### src/rtl/swap_cmd_sched.sv
// -----------------------------------------------------------------------------
// swap_cmd_sched
//
// Queues swap requests {addr_a, addr_b} in a small FIFO and issues them one at
// a time to a downstream swap register file. Each swap sends a one-cycle swap
// pulse with the two addresses. The block then waits SWAP_CYCLES cycles before
// it retires the request with a one-cycle done pulse. A request whose two
// addresses are equal is retired as a no-op: no swap pulse is sent and the
// address outputs are left unchanged.
//
// Ports
//   clk         : clock, rising edge
//   reset_n     : asynchronous active-low reset
//   req_valid   : a request is offered
//   req_ready   : a request can be accepted (FIFO not full)
//   req_addr_a  : first swap address of the offered request
//   req_addr_b  : second swap address of the offered request
//   swap        : one-cycle start pulse to the swap register file
//   address_A   : address A to the swap register file
//   address_B   : address B to the swap register file
//   busy        : a swap is in flight (ISSUE or WAIT)
//   done        : one-cycle pulse when a request retires (swap or no-op)
//   swap_count  : number of swaps issued, saturating at 16'hFFFF
// -----------------------------------------------------------------------------
module swap_cmd_sched #(
  parameter int ADDR_WIDTH  = 7,
  parameter int FIFO_DEPTH  = 4,
  parameter int SWAP_CYCLES = 4
) (
  input  logic                  clk,
  input  logic                  reset_n,
  input  logic                  req_valid,
  output logic                  req_ready,
  input  logic [ADDR_WIDTH-1:0] req_addr_a,
  input  logic [ADDR_WIDTH-1:0] req_addr_b,
  output logic                  swap,
  output logic [ADDR_WIDTH-1:0] address_A,
  output logic [ADDR_WIDTH-1:0] address_B,
  output logic                  busy,
  output logic                  done,
  output logic [15:0]           swap_count
);

  localparam int PTR_W = $clog2(FIFO_DEPTH);
  localparam int CNT_W = (SWAP_CYCLES > 1) ? $clog2(SWAP_CYCLES) : 1;
  localparam logic [PTR_W:0]   OCC_FULL  = (PTR_W + 1)'(FIFO_DEPTH);
  localparam logic [CNT_W-1:0] CNT_LOAD  = CNT_W'(SWAP_CYCLES - 1);

  typedef enum logic [1:0] {
    ST_IDLE  = 2'd0,
    ST_ISSUE = 2'd1,
    ST_WAIT  = 2'd2
  } state_e;

  typedef struct packed {
    logic [ADDR_WIDTH-1:0] a;
    logic [ADDR_WIDTH-1:0] b;
  } entry_t;

  // ---------------------------------------------------------------------------
  // Request FIFO
  // ---------------------------------------------------------------------------
  entry_t           mem_q [FIFO_DEPTH];
  logic [PTR_W-1:0] wr_ptr_q, rd_ptr_q;
  logic [PTR_W:0]   occ_q;
  logic [PTR_W:0]   occ_d;
  logic             fifo_full, fifo_empty;
  logic             push, pop;
  entry_t           head;

  assign fifo_full  = (occ_q == OCC_FULL);
  assign fifo_empty = (occ_q == '0);
  // The ready signal looks only at the registered occupancy. A pop in the same
  // cycle frees its slot one edge later, so it does not raise ready.
  assign req_ready  = ~fifo_full;
  assign push       = req_valid & ~fifo_full;
  assign head       = mem_q[rd_ptr_q];

  always_comb begin
    occ_d = occ_q;
    unique case ({push, pop})
      2'b10:   occ_d = occ_q + (PTR_W + 1)'(1);
      2'b01:   occ_d = occ_q - (PTR_W + 1)'(1);
      default: occ_d = occ_q;
    endcase
  end

  // NOTE: the storage array has no reset. Only the pointers and the occupancy
  // define which entries are valid, so stale data is never observed, and the
  // array can map onto plain RAM or flops without a reset network.
  always_ff @(posedge clk) begin
    if (push) begin
      mem_q[wr_ptr_q] <= entry_t'{a: req_addr_a, b: req_addr_b};
    end
  end

  // ---------------------------------------------------------------------------
  // Scheduler FSM and output registers
  // ---------------------------------------------------------------------------
  state_e                state_q, state_d;
  logic [CNT_W-1:0]      cnt_q, cnt_d;
  logic [ADDR_WIDTH-1:0] addr_a_q, addr_a_d;
  logic [ADDR_WIDTH-1:0] addr_b_q, addr_b_d;
  logic                  swap_q, done_q, done_d;
  logic [15:0]           swap_count_q, swap_count_d;

  // NOTE: every combinational output gets a default before the case. Then no
  // path leaves a variable unassigned, and no latch is inferred.
  always_comb begin
    state_d  = state_q;
    cnt_d    = cnt_q;
    addr_a_d = addr_a_q;
    addr_b_d = addr_b_q;
    done_d   = 1'b0;
    pop      = 1'b0;
    unique case (state_q)
      ST_IDLE: begin
        if (!fifo_empty) begin
          pop = 1'b1;
          if (head.a == head.b) begin
            // Swapping a register with itself is a no-op: retire it at once
            // and leave the address outputs untouched.
            done_d = 1'b1;
          end else begin
            addr_a_d = head.a;
            addr_b_d = head.b;
            state_d  = ST_ISSUE;
          end
        end
      end
      ST_ISSUE: begin
        cnt_d   = CNT_LOAD;
        state_d = ST_WAIT;
      end
      ST_WAIT: begin
        if (cnt_q == '0) begin
          done_d  = 1'b1;
          state_d = ST_IDLE;
        end else begin
          cnt_d = cnt_q - CNT_W'(1);
        end
      end
      default: state_d = ST_IDLE;
    endcase
  end

  always_comb begin
    swap_count_d = swap_count_q;
    if ((state_q == ST_ISSUE) && (swap_count_q != 16'hFFFF)) begin
      swap_count_d = swap_count_q + 16'd1;
    end
  end

  // NOTE: state elements use non-blocking assignments only. Every register
  // then samples pre-edge values, whatever order the blocks are evaluated in.
  always_ff @(posedge clk or negedge reset_n) begin
    if (!reset_n) begin
      state_q      <= ST_IDLE;
      cnt_q        <= '0;
      addr_a_q     <= '0;
      addr_b_q     <= '0;
      swap_q       <= 1'b0;
      done_q       <= 1'b0;
      swap_count_q <= '0;
      wr_ptr_q     <= '0;
      rd_ptr_q     <= '0;
      occ_q        <= '0;
    end else begin
      state_q      <= state_d;
      cnt_q        <= cnt_d;
      addr_a_q     <= addr_a_d;
      addr_b_q     <= addr_b_d;
      // The swap flop is loaded from the next-state decode, so the pulse comes
      // straight from a register and lines up with the ISSUE cycle.
      swap_q       <= (state_d == ST_ISSUE);
      done_q       <= done_d;
      swap_count_q <= swap_count_d;
      occ_q        <= occ_d;
      if (push) wr_ptr_q <= wr_ptr_q + PTR_W'(1);
      if (pop)  rd_ptr_q <= rd_ptr_q + PTR_W'(1);
    end
  end

  assign swap       = swap_q;
  assign done       = done_q;
  assign busy       = (state_q != ST_IDLE);
  assign address_A  = addr_a_q;
  assign address_B  = addr_b_q;
  assign swap_count = swap_count_q;

endmodule

### config.mk
export PLATFORM = sky130hd
export DESIGN_NAME = swap_cmd_sched
export DESIGN_NICKNAME = d
export VERILOG_FILES = /design/src/rtl/swap_cmd_sched.sv
export SDC_FILE = /design/constraint.sdc
export NUM_CORES = 1
export LEC_CHECK = 0
export BUFFER_PORTS_ARGS = -buffer_cell sky130_fd_sc_hd__buf_2
export CAP_MARGIN = 20
export CORE_MARGIN = 2
export CORE_UTILIZATION = 52
export DETAILED_ROUTE_END_ITERATION = 10
export PLACE_DENSITY_LB_ADDON = 0.15
export SLEW_MARGIN = 5
export SYNTH_ARGS = -nofsm -noshare
export SYNTH_HDL_FRONTEND = slang
export SYNTH_SLANG_ARGS = --single-unit
### constraint.sdc
create_clock -name clk -period 2.32 [get_ports clk]
set_input_delay 0 -clock clk [delete_from_list [all_inputs] [get_ports clk]]
set_output_delay 0 -clock clk [all_outputs]
set_load 0.02 [all_outputs]
After elaboration in Yosys (flattened, before gate mapping)
Memory sizes are Yosys's and may differ from the RTL's. Index checks and enable logic that the tools add are counted.

Muxes and demuxes: 15. $add $sub $neg: 6. Equality and inequality tests: 9. Bitwise logic cells: 4. Reductions and logical operators: 9. $mul: 0. Order comparisons: 0. Div/mod/pow operators: 0. Shifts and indexed selects: 0.

Operators by type and width (count): 16-bit by 1-bit adder with 16-bit output, second input constant (1); 16-bit != test, second input constant (1); 2-bit 2-to-1 mux (4); 7-bit == test (1); 1-bit 2-to-1 mux (7); 2-bit by 1-bit == test with 1-bit output, second input constant (3); 2-bit one-hot mux with 3 select lines (1); 3-bit one-hot mux with 2 select lines (1); 2-bit nonzero test (3); 2-bit by 1-bit adder with 2-bit output, second input constant (2); 2-bit == test, second input constant (2); 2-bit zero test (2); 2-bit one-hot mux with 2 select lines (1); 3-bit by 1-bit adder with 3-bit output, second input constant (1); 3-bit == test, second input constant (1); 3-bit zero test (1); 1-bit inverter (3); 3-bit AND reduction (1); 3-bit by 1-bit subtractor with 3-bit output, second input constant (1); 2-bit != test, second input constant (1); 1-bit one-hot mux with 2 select lines (1); 2-bit AND reduction (1); 2-bit by 1-bit subtractor with 2-bit output, second input constant (1); 1-bit AND (1); 1-bit logical AND (1).

RAM bits: 56. Memories kept: 1. ROM bits: 0. Output and inout bits: 34. Word-level logic and storage cells: 54. Register bits: 43. Input port bits: 17. Latch bits: 0.

Memory list: mem_q (words 4, bits a word 14, rd ports 1, clocked after Yosys merged registers in 0, wr ports 1, line 63) `entry_t mem_q [FIFO_DEPTH];`.

Depth between registers and ports, before layout
Gate-level depths: netlist of run 1. An unclocked memory read counts as a cell.

Word-level depth: 6. Gate-level depth with buffers: 11. Mapped depth without buffers: 10.

Least setup slack after synthesis of run 1
OpenSTA, ideal clock, no wires.

Kind: reg-to-reg. Start point: register state_q[1]. End point: register occ_q[2]. Path buffers: 2. Slack: -0.131 ns. Cell stages (with the launch flop): 12. Data required time: 2.241 ns. Arrival time: 2.372 ns. Clock period less this slack: 2.451 ns. Library setup time: 0.079 ns. Cell sequence: dfrtp_1 clkbuf_1 or2_2 or2_2 clkbuf_1 inv_1 ha_1 inv_1 fa_1 xor2_1 nor2_1 xor2_1.

Word-level cells in the longest chain between the ends: 4. Elaborated cells between the ends (all ways): 6. Classes of those cells: eq/ne: 2; mux: 2; reduce/logical: 2.

RTL lines: from (decl) (line 100) `state_e state_q, state_d;`; from (signal assigned) (line 169) `state_q <= state_d;`; 2-bit zero test (*) (line 116) `unique case (state_q)`; 1-bit 2-to-1 mux (*) (line 116); net pop (line 68) `logic push, pop;`; 2-bit by 1-bit == test with 1-bit output or 2-bit == test (tied branches) (line 81) `unique case ({push, pop})`; 3-bit one-hot mux with 2 select lines or 2-bit nonzero test (tied branches); to (signal assigned) (line 167) `occ_q <= '0;`; to (signal assigned) (line 178) `occ_q <= occ_d;`; to (decl) (line 65) `logic [PTR_W:0] occ_q;`.

Mark *: on every way through the listed nets, which the timed path passes. The rest lies on a longest branch. A chain may end at the register's enable or synchronous reset.

Final worst setup path of run 1
Start point: register rd_ptr_q[0]. End point: register addr_b_q[4] (netlist: address_B[4]).

Word-level cells in the longest chain between the ends: 4.

RTL lines: from (decl) (line 64) `logic [PTR_W-1:0] wr_ptr_q, rd_ptr_q;`; from (signal assigned) (line 180) `if (pop) rd_ptr_q <= rd_ptr_q + PTR_W'(1);`; memory read 4 x 14 bit (*); 7-bit == test (line 120) `if (head.a == head.b) begin`; 1-bit inverter (no line); 3-bit AND reduction (no line); to (signal assigned) (line 172) `addr_b_q <= addr_b_d;`; to (decl) (line 103) `logic [ADDR_WIDTH-1:0] addr_b_q, addr_b_d;`.

Mark *: on every way between the ends. The rest lies on a longest branch, timed or not.

==> flow_summary.yaml, run 1 <==
sta:
  tightest_slew_ns: 0.568
  max-slew-margin-rel: 0.611
  hold-worst-slack_ns: 0.0327
  final_min_period_over_clock_period: 1.02
  setup_repair_after_global_routing_missed_its_margin: "true"
  final.setup_skew_ns: 0.00701
  setup_viol: 14
  report.final.hold_viol_count: 0
  post_route_worst_setup_slack_ns: -0.0424
  max_freq_mhz: 423
  timing.final.crit_period_ns: 2.36
  timing.final.max_slew_violations: 0
yosys:
  synth_compound_gate_area_share: 0.0217
  dominant_combinational_cell_family_by_area_after_synthesis: "multiplexers"
  synth_enable_flop_cells: 56
  synth_area_sq_um: 4150
  synth.yosys.warnings: 0
  cell_count_after_synthesis: 245
  fraction_of_the_mapped_netlist_area_in_simple_logic_gates: 0.0676
  postSynth.topFlopCell: "edfxtp_1"
  yosys-mux-area-fraction: 0.140
  synth-adder-area-share: 0.0259
  synth.avg_cell_area_sq_um: 16.9
  share_of_the_synthesized_netlist_area_taken_by_xor_and_xnor_gates: 0.0591
  seq_area_frac_synth: 0.665
  syn-num-nets: 270
  yosys.cell_types.count: 34
  ys_async_sr_fraction: 0.434
  postSynthRegisterBits: 99
place:
  dp_worst_setup_slack_ns: -0.0830
  dp.final_hpwl_mm: 4.96
  buffer_ports.inserted: 50
  gpl.final_weighted_congestion: 0.737
  placement.cell_area_sq_um: 4690
floorplan:
  std_cell_rows: 32
  die-width_um: 93.3
  initial_core_util: 0.537
  core_region_area_sq_um: 7730
  top_level_port_count: 51
  fp.dieH_um: 93.3
  total_die_area_sq_um: 8710
power:
  switchingPower_mw: 2.34
  tot_pwr_mw: 6.74
  cellLeakagePower_nw: 2.11
  power.share.sequential: 0.392
  switching_fraction_of_total_power: 0.347
  combinationalPowerShare: 0.443
  p_clk_frac: 0.165
  maximum_ir_drop_on_the_vdd_rail_mv: 0.553
  power-per-cell-area_nw_per_um2: 1330
  internal_power_mw: 4.40
setup_path:
  setup.worst_path.end_class: "flop"
  crit_required_ns: 2.57
  worst_path_class_setup: "flop to flop"
  path_max_fanout: 11
  arrival_ns: 2.61
  setup.worst_path.start_class: "flop"
global_route:
  residual_overflow_from_global_routing: 0
  grt-busiest-layer: "met2"
  grtUsageMet3: 0.0314
  number_of_global_route_vias_before_repair: 2375
  grt_first_pass_wirelength_mm: 11.9
  groute.usage.overall: 0.185
  grt_util_met1: 0.255
  gr-usage-met2: 0.292
  grt_start_max_net_pins: 44
  antenna_found_initial: 0
finish:
  post_route_cells_drive_above_1_share: 0.366
  n_antenna_cell: 0
  post-route-cell-area_sq_um: 5060
  layout.nets: 370
  layout.cells.most_common: "edfxtp_1"
  area_delta_synth_final_pct: 22.0
  mostFrequentLayoutCells: "edfxtp_1 (56), buf_2 (50), dfrtp_1 (43), buf_4 (27), xnor2_1 (17)"
  postLayoutCoreUtil: 0.655
job:
  drv_cap: 0
drt:
  detail_route.wl_per_cell_um: 16.2
  route.vias.total: 2326
  avgViaCountPerCell: 5.15
  first_pass_iters: 4
  total_wire_length_mm: 7.30
  detailedRoute.firstIterationViolations: 90
  drc: 0
  antenna_left: 0
clocking:
  cts.sink_count: 99
  worstSkewPairLatency_ns: 0.36
  ctsLongestPathBuffers: 2
  number_of_cts_inserted_buffers: 9
  ctsHtreeMaxLevel: 3
  clock_tree_root_driver_cell: "clkbuf_8"
  tritoncts_clock_tree: "built"
  clock_pin_slew_on_the_worst_setup_and_hold_paths_ns: 0.09
min_path:
  min-delay-path-class: "input pin to async pin"
status:
  failed_checks: "setup timing"
  run_status: "complete, but fails checks"
[state kept, by name, indices dropped and copies added (netlist names)]
name / cells
state_q: 2
occ_q: 3
swap_count: 16
rd_ptr_q: 2
cnt_q: 2
mem_q: 56
address_A: 7
swap: 1
address_B: 7
done: 1
wr_ptr_q: 2
[metrics by stage]
stage               setup TNS [ns]  instances
floorplan                  -0.0227        245
global placement            -0.548        418
detailed placement          -0.979        418
CTS                         -0.717        450
global route                 -1.76        452
finish                      -0.400        452
[critical path, stage by stage (launching register included)]
cell and delay, ns:
dfrtp_1 0.40, buf_12 0.14, mux4_2 0.53, xor2_1 0.21, nor4_4 0.35, a31oi_4 0.15
buf_12 0.18, mux2_4 0.29
[logic make-up (layout without fill, tap and decap cells)]
group	after synthesis	after routing
flops	99	99
simple gates	52	52
mux	30	30
xor+xnor	28	28
buf+inv	17	122
compound gates	11	11
fa+ha+maj	8	8
[final cells by class]
| type | instances | area (sq um) |
|---|---|---|
| fill | 560 | 2670 |
| inverter | 11 | 41.3 |
| clock buffer | 9 | 124 |
| timing repair buffer | 95 | 663 |
| multi-input combinational | 129 | 1270 |
| sequential | 99 | 2760 |
| tap | 102 | 128 |
| clock inverter | 7 | 73.8 |
[Yosys cell counts, types with 2 or more instances]
library cell | n | area, sq um
edfxtp_1 | 56 | 1680
dfrtp_1 | 43 | 1080
xnor2_1 | 17 | 149
mux4_1 | 14 | 368
nand2_1 | 13 | 48.8
inv_1 | 11 | 41.3
xor2_1 | 11 | 96.3
mux2_4 | 9 | 135
nor2_1 | 8 | 30.0
ha_1 | 7 | 87.6
mux2_2 | 6 | 67.6
nand3_1 | 6 | 30.0
nand4_1 | 6 | 37.5
and3_1 | 5 | 31.3
a31oi_1 | 3 | 18.8
buf_6 | 3 | 33.8
nor3_1 | 3 | 15.0
o21ai_0 | 3 | 15.0
clkbuf_1 | 2 | 7.51
nor4_1 | 2 | 12.5
o22a_1 | 2 | 17.5
or2_2 | 2 | 12.5
or3_1 | 2 | 12.5
[final timing paths]
| path | from | to | slack (ns) | depth (start not counted) |
|---|---|---|---|---|
| max in group asynchronous | reset_n | address_B[4] | 1.83 | 3 |
| worst min-delay path | reset_n | swap_count[9] | 0.03 | 2 |
| worst max-delay path | rd_ptr_q[0] | address_B[4] | -0.04 | 7 |
| worst min register to register | swap_count[15] | swap_count[15] | 0.50 | 1 |
| min in group clk | req_valid | wr_ptr_q[0] | 0.06 | 3 |
| worst max register to register | rd_ptr_q[0] | address_B[4] | -0.04 | 7 |
[what timing repair did]
item | 4_1_cts | 5_1_grt
setup buffers | 1 | 1
setup endpoints to repair | 14 | 16
pin swaps | 0 | 1
gates resized for setup | 4 | 4
hold endpoints to repair | 99 | 0
hold buffers | 15 | 0
[power groups by stage]
stage               Combinational, mW  Sequential (mW)  Clock [mW]
global placement                 2.84             2.68           0
CTS                              3.00             2.65        1.14
floorplan                        1.76             2.83           0
finish                           2.98             2.64        1.11
global route                     3.25             2.70        1.22
detailed placement               2.94             2.67           0
[layer usage]
| layer | up-vias | part of all wire |
|---|---|---|
| li1 | 1110 | - |
| met1 | 1156 | 0.46 |
| met3 | 12 | 0.035 |
| met4 | 0 | 0.020 |
| met5 | - | 0 |
| met2 | 48 | 0.48 |
No activity file was read; power rests on OpenSTA's default activity.
==> run 2, diff against run 1 <==
--- a/config.mk
+++ b/config.mk
@@ -8,7 +8,7 @@
 export BUFFER_PORTS_ARGS = -buffer_cell sky130_fd_sc_hd__buf_2
 export CAP_MARGIN = 20
 export CORE_MARGIN = 2
-export CORE_UTILIZATION = 52
+export CORE_UTILIZATION = 50
 export DETAILED_ROUTE_END_ITERATION = 10
 export PLACE_DENSITY_LB_ADDON = 0.15
 export SLEW_MARGIN = 5
==> run 2 against run 1 <==
  * The run still ends with setup timing left
  * Critical path type unchanged
  * Clock skew up 0.0030 ns
  * Sequential power barely moved
  * Wire length is 2.0% lower
  * Sequential share of layout area decreased by 0.48 points
  * Clock power up 9.9%
  * Maximum frequency down 0.92%
  * Cell count increased by 0.66%
  * Die area rose by 3.8%
  * Setup slack got worse by 0.022 ns
  * Count of clock-buffer cells in the layout grew 2
==> flow_summary.yaml, run 2 (synthesized netlist as in run 1, its figures left out) <==
drt:
  avgViaCountPerCell: 5.06
  detail_route.wl_per_cell_um: 15.7
  total_wire_length_mm: 7.16
  detailedRoute.firstIterationViolations: 74
  antenna_left: 0
  route.vias.total: 2304
  drc: 0
  first_pass_iters: 4
setup_path:
  path_cells: "buf_12, mux4_2, xor2_1, nor4_4, a31oi_4, buf_12, mux2_4"
  worst_setup_path_startpoint: "rd_ptr_q[0]"
  timing.critical_path.slowest_stage_cell: "mux4_2"
  worst_path_class_setup: "flop to flop"
  worstReg2RegEnd: "address_A[4]"
  path_max_fanout: 10
  critical_path_max_stage_delay_ns: 0.52
  worst_path_most_repeated_cell: "buf_12"
  crit_required_ns: 2.55
  ff2ff_setup_slack_ns: -0.06
  r2r_cells: 7
  worst-path-buf-inv: 2
  setup.worst_path.end_class: "flop"
  setup.worst_path.start_class: "flop"
  worstReg2RegStart: "rd_ptr_q[0]"
  arrival_ns: 2.61
  cp_top_family: "multiplexers"
status:
  failed_checks: "setup timing"
  run_status: "complete, but fails checks"
global_route:
  grt_first_pass_wirelength_mm: 11.8
  groute.usage.overall: 0.174
  grt_start_max_net_pins: 44
  residual_overflow_from_global_routing: 0
  antenna_found_initial: 0
  number_of_global_route_vias_before_repair: 2331
clocking:
  clock_tree_root_driver_cell: "clkbuf_8"
  number_of_cts_inserted_buffers: 9
  tritoncts_clock_tree: "built"
  cts.sink_count: 99
  worstSkewPairLatency_ns: 0.34
  ctsLongestPathBuffers: 2
  ctsHtreeMaxLevel: 3
  clock_pin_slew_on_the_worst_setup_and_hold_paths_ns: 0.09
place:
  gpl.final_weighted_congestion: 0.722
  buffer_ports.inserted: 50
  dp.final_hpwl_mm: 4.83
sta:
  report.final.hold_viol_count: 0
  max-slew-margin-rel: 0.651
  timing.final.max_slew_violations: 0
  timing.final.crit_period_ns: 2.38
  setup_viol: 12
  tightest_slew_ns: 0.511
  final.setup_skew_ns: 0.0100
  final_min_period_over_clock_period: 1.03
  hold-worst-slack_ns: 0.0504
  max_freq_mhz: 419
  setup_repair_after_global_routing_missed_its_margin: "true"
  post_route_worst_setup_slack_ns: -0.0644
floorplan:
  fp.dieH_um: 95.1
  initial_core_util: 0.510
  top_level_port_count: 51
  core_region_area_sq_um: 8130
  total_die_area_sq_um: 9040
  std_cell_rows: 33
  die-width_um: 95.1
finish:
  layout.cells.most_common: "edfxtp_1"
  registers.top_by_ff_count: "mem_q"
  max_reg_flops: 56
  area_delta_synth_final_pct: 23.2
  n_antenna_cell: 0
  mostFrequentLayoutCells: "edfxtp_1 (56), buf_2 (50), dfrtp_1 (42), buf_4 (24), xnor2_1 (16)"
  post_route_cells_drive_above_1_share: 0.374
  layout.nets: 370
job:
  drv_cap: 0
min_path:
  min-delay-path-class: "input pin to async pin"
power:
  power-per-cell-area_nw_per_um2: 1350
  cellLeakagePower_nw: 2.12
  tot_pwr_mw: 6.88
  maximum_ir_drop_on_the_vdd_rail_mv: 0.550
==> run 2: layout make-up <==
cell class | instances | area, sq um
fillers | 641 | 3020
flip-flops and latches | 99 | 2760
multi-input cells | 129 | 1280
repair buffers | 95 | 674
clock buffers | 11 | 141
well taps | 105 | 131
clock inverters | 5 | 83.8
inverters | 11 | 41.3
==> run 2: how the worst max path moves through the flow <==
stage | endpoint | cells past startpoint
floorplan | occ_q[2] | 11
detailed placement | address_A[1] | 7
global placement | address_B[1] | 7
CTS | address_A[4] | 7
finish | address_A[4] | 7
global route | address_A[4] | 7
==> run 2: power by group <==
| part | total, mW | leakage, nW | switching [mW] | internal (mW) |
|---|---|---|---|---|
| Sequential | 2.66 | 1.04 | 0.285 | 2.37 |
| Combinational | 3.01 | 0.973 | 1.45 | 1.56 |
| Clock | 1.22 | 0.106 | 0.574 | 0.642 |
==> run 2: per-stage QoR <==
step           cell area (sq um)  setup TNS, ns  instances  setup slack [ns]   util
6_report                    5110         -0.552        455           -0.0644  0.628
3_3_place_gp                4660         -0.554        417           -0.0489  0.573
2_1_floorplan               4130        -0.0227        245           -0.0227      -
3_5_place_dp                4660          -1.21        417           -0.0955  0.573
5_1_grt                     5110          -1.82        455            -0.151  0.628
4_1_cts                     5080         -0.944        453           -0.0868  0.624
==> run 2: routing by layer <==
metal,part of all wire,track usage
met5,0,0
met4,0.0078,0.0543
met3,0.034,0.0292
met2,0.48,0.280
met1,0.47,0.246
==> run 2: what timing repair did <==
| item | in CTS | in global routing |
|---|---|---|
| pin swaps | 2 | 3 |
| setup buffers | 5 | 1 |
| endpoints found under the setup margin | 14 | 15 |
| gates resized for setup | 7 | 7 |
| hold buffers | 15 | 0 |
| hold endpoints to repair | 99 | 0 |
==> run 3, diff against run 2 <==
--- a/config.mk
+++ b/config.mk
@@ -8,7 +8,7 @@
 export BUFFER_PORTS_ARGS = -buffer_cell sky130_fd_sc_hd__buf_2
 export CAP_MARGIN = 20
 export CORE_MARGIN = 2
-export CORE_UTILIZATION = 50
+export CORE_UTILIZATION = 25
 export DETAILED_ROUTE_END_ITERATION = 10
 export PLACE_DENSITY_LB_ADDON = 0.15
 export SLEW_MARGIN = 5
==> run 3 against run 2 <==
  * The flow still finishes with violations (setup timing)
  * Clock power up 29%
  * Highest routed layer unchanged
  * Via count is 0.35% higher
  * Combinational power rose by 4%
  * Clock skew increased by 0.00091 ns
  * Setup slack better by 0.011 ns
  * Critical path depth increased by 1
  * Sequential share of layout area decreased by 2.7 points
  * Cell count up 26%
  * Critical endpoint is now address_A[2]
==> flow_summary.yaml, run 3 (synthesized netlist as in run 1, its figures left out) <==
setup_path:
  r2r_cells: 8
  path_max_fanout: 8
  timing.critical_path.slowest_stage_cell: "mux4_2"
  setup.worst_path.start_class: "flop"
  critical_path_depth: 8
  crit_required_ns: 2.55
  arrival_ns: 2.60
  worst_path_class_setup: "flop to flop"
  path_cells: "buf_12, buf_12, mux4_2, xor2_2, nor4_4, a31oi_4, buf_4, mux2_4"
  setup.worst_path.end_class: "flop"
  worst_path_most_repeated_cell: "buf_12"
  worst-path-buf-inv: 3
  cp_top_family: "multiplexers"
  critical_path_max_stage_delay_ns: 0.54
drt:
  avgViaCountPerCell: 4.03
  route.vias.total: 2312
  total_wire_length_mm: 8.39
  antenna_left: 0
  drc: 0
  detailedRoute.firstIterationViolations: 85
  first_pass_iters: 4
  detail_route.wl_per_cell_um: 14.6
sta:
  post_route_worst_setup_slack_ns: -0.0532
  hold-worst-slack_ns: 0.0659
  timing.final.crit_period_ns: 2.37
  timing.final.max_slew_violations: 0
  final_min_period_over_clock_period: 1.02
  setup_viol: 14
  report.final.hold_viol_count: 0
  tns_ns: -0.462
  max-slew-margin-rel: 0.571
  final.setup_skew_ns: 0.0110
  tightest_slew_ns: 0.643
  max_freq_mhz: 421
  setup_repair_after_global_routing_missed_its_margin: "true"
finish:
  post-route-cell-area_sq_um: 5380
  seq_area_sq_um: 2760
  n_antenna_cell: 0
  layout.filler_cells: 1600
  finish.cell_count_without_fillers: 573
  max_reg_flops: 56
  post_route_cells_drive_above_1_share: 0.377
  postLayoutCoreUtil: 0.328
  layout.nets: 373
  area_delta_synth_final_pct: 29.6
  registers.top_by_ff_count: "mem_q"
  multi_input_comb_area_sq_um: 1280
  mostFrequentLayoutCells: "edfxtp_1 (56), buf_2 (50), dfrtp_1 (43), buf_4 (28), xnor2_1 (16)"
  layout.cells.most_common: "edfxtp_1"
clocking:
  clock_pin_slew_on_the_worst_setup_and_hold_paths_ns: 0.07
  number_of_cts_inserted_buffers: 9
  clock_tree_root_driver_cell: "clkbuf_16"
  cts.sink_count: 99
  worstSkewPairLatency_ns: 0.35
  ctsLongestPathBuffers: 2
  ctsHtreeMaxLevel: 3
  tritoncts_clock_tree: "built"
floorplan:
  initial_core_util: 0.253
  total_die_area_sq_um: 17600
  fp.dieH_um: 133
  die-width_um: 133
  core_region_area_sq_um: 16400
  top_level_port_count: 51
  std_cell_rows: 47
global_route:
  grt_first_pass_wirelength_mm: 13.3
  residual_overflow_from_global_routing: 0
  grt-busiest-layer: "met2"
  number_of_global_route_vias_before_repair: 2341
  grt_start_max_net_pins: 29
  gr-usage-met2: 0.152
  antenna_found_initial: 0
  groute.usage.overall: 0.102
  grt_util_met1: 0.135
  grtUsageMet3: 0.0387
place:
  dp_worst_setup_slack_ns: -0.0978
  gpl.final_weighted_congestion: 0.703
  buffer_ports.inserted: 50
  dp.final_hpwl_mm: 5.93
  place_inst: 539
  placement.cell_area_sq_um: 4890
power:
  tot_pwr_mw: 7.36
  cellLeakagePower_nw: 2.19
  maximum_ir_drop_on_the_vdd_rail_mv: 0.541
  power-per-cell-area_nw_per_um2: 1370
status:
  failed_checks: "setup timing"
  run_status: "complete, but fails checks"
min_path:
  min-delay-path-class: "input pin to flop"
  hold_depth: 3
job:
  drv_cap: 0
## run 3: power by group
| group | internal [mW] | switching, mW |
|---|---|---|
| clock | 0.908 | 0.662 |
| combinational | 1.61 | 1.53 |
| sequential | 2.37 | 0.281 |
| total | 4.89 | 2.47 |
## run 3: layout make-up
class                           count  share of cell area
Clock buffer                       11              0.0470
Clock inverter                      5              0.0123
Inverter                           11             0.00768
Timing Repair Buffer               98               0.131
Sequential cell                    99               0.513
Tap cell                          220              0.0512
Multi-Input combinational cell    129               0.238
## run 3: worst register-to-register path, delay by kind of cell, from the launching register on
family	cells	cell delay (ns)
multiplexers	2	0.83
buffers and inverters	3	0.45
flip-flops	1	0.38
AND/OR/NAND/NOR	1	0.23
XOR/XNOR	1	0.21
AO/OA/AOI/OAI	1	0.15
## run 3: final timing paths
check                               startpoint              to  slack, ns
max in group asynchronous              reset_n   swap_count[2]       1.53
min in group asynchronous              reset_n  swap_count[12]       0.20
worst min-delay path                 req_valid     wr_ptr_q[0]       0.07
worst min register to register  swap_count[11]  swap_count[11]       0.50
worst max-delay path               rd_ptr_q[0]    address_A[2]      -0.05
worst max register to register     rd_ptr_q[0]    address_A[2]      -0.05
## run 3: metal layers
metal	wire [um]	part of all wire
met4	113	0.013
met1	4060	0.48
met5	0	0
met3	388	0.046
met2	3830	0.46
## run 3: what timing repair did
action | in CTS | in global routing
hold buffers | 15 | 0
hold endpoints to repair | 82 | 0
setup endpoints to repair | 14 | 15
pin swaps | 2 | 0
setup buffers | 2 | 1
gates resized for setup | 8 | 1
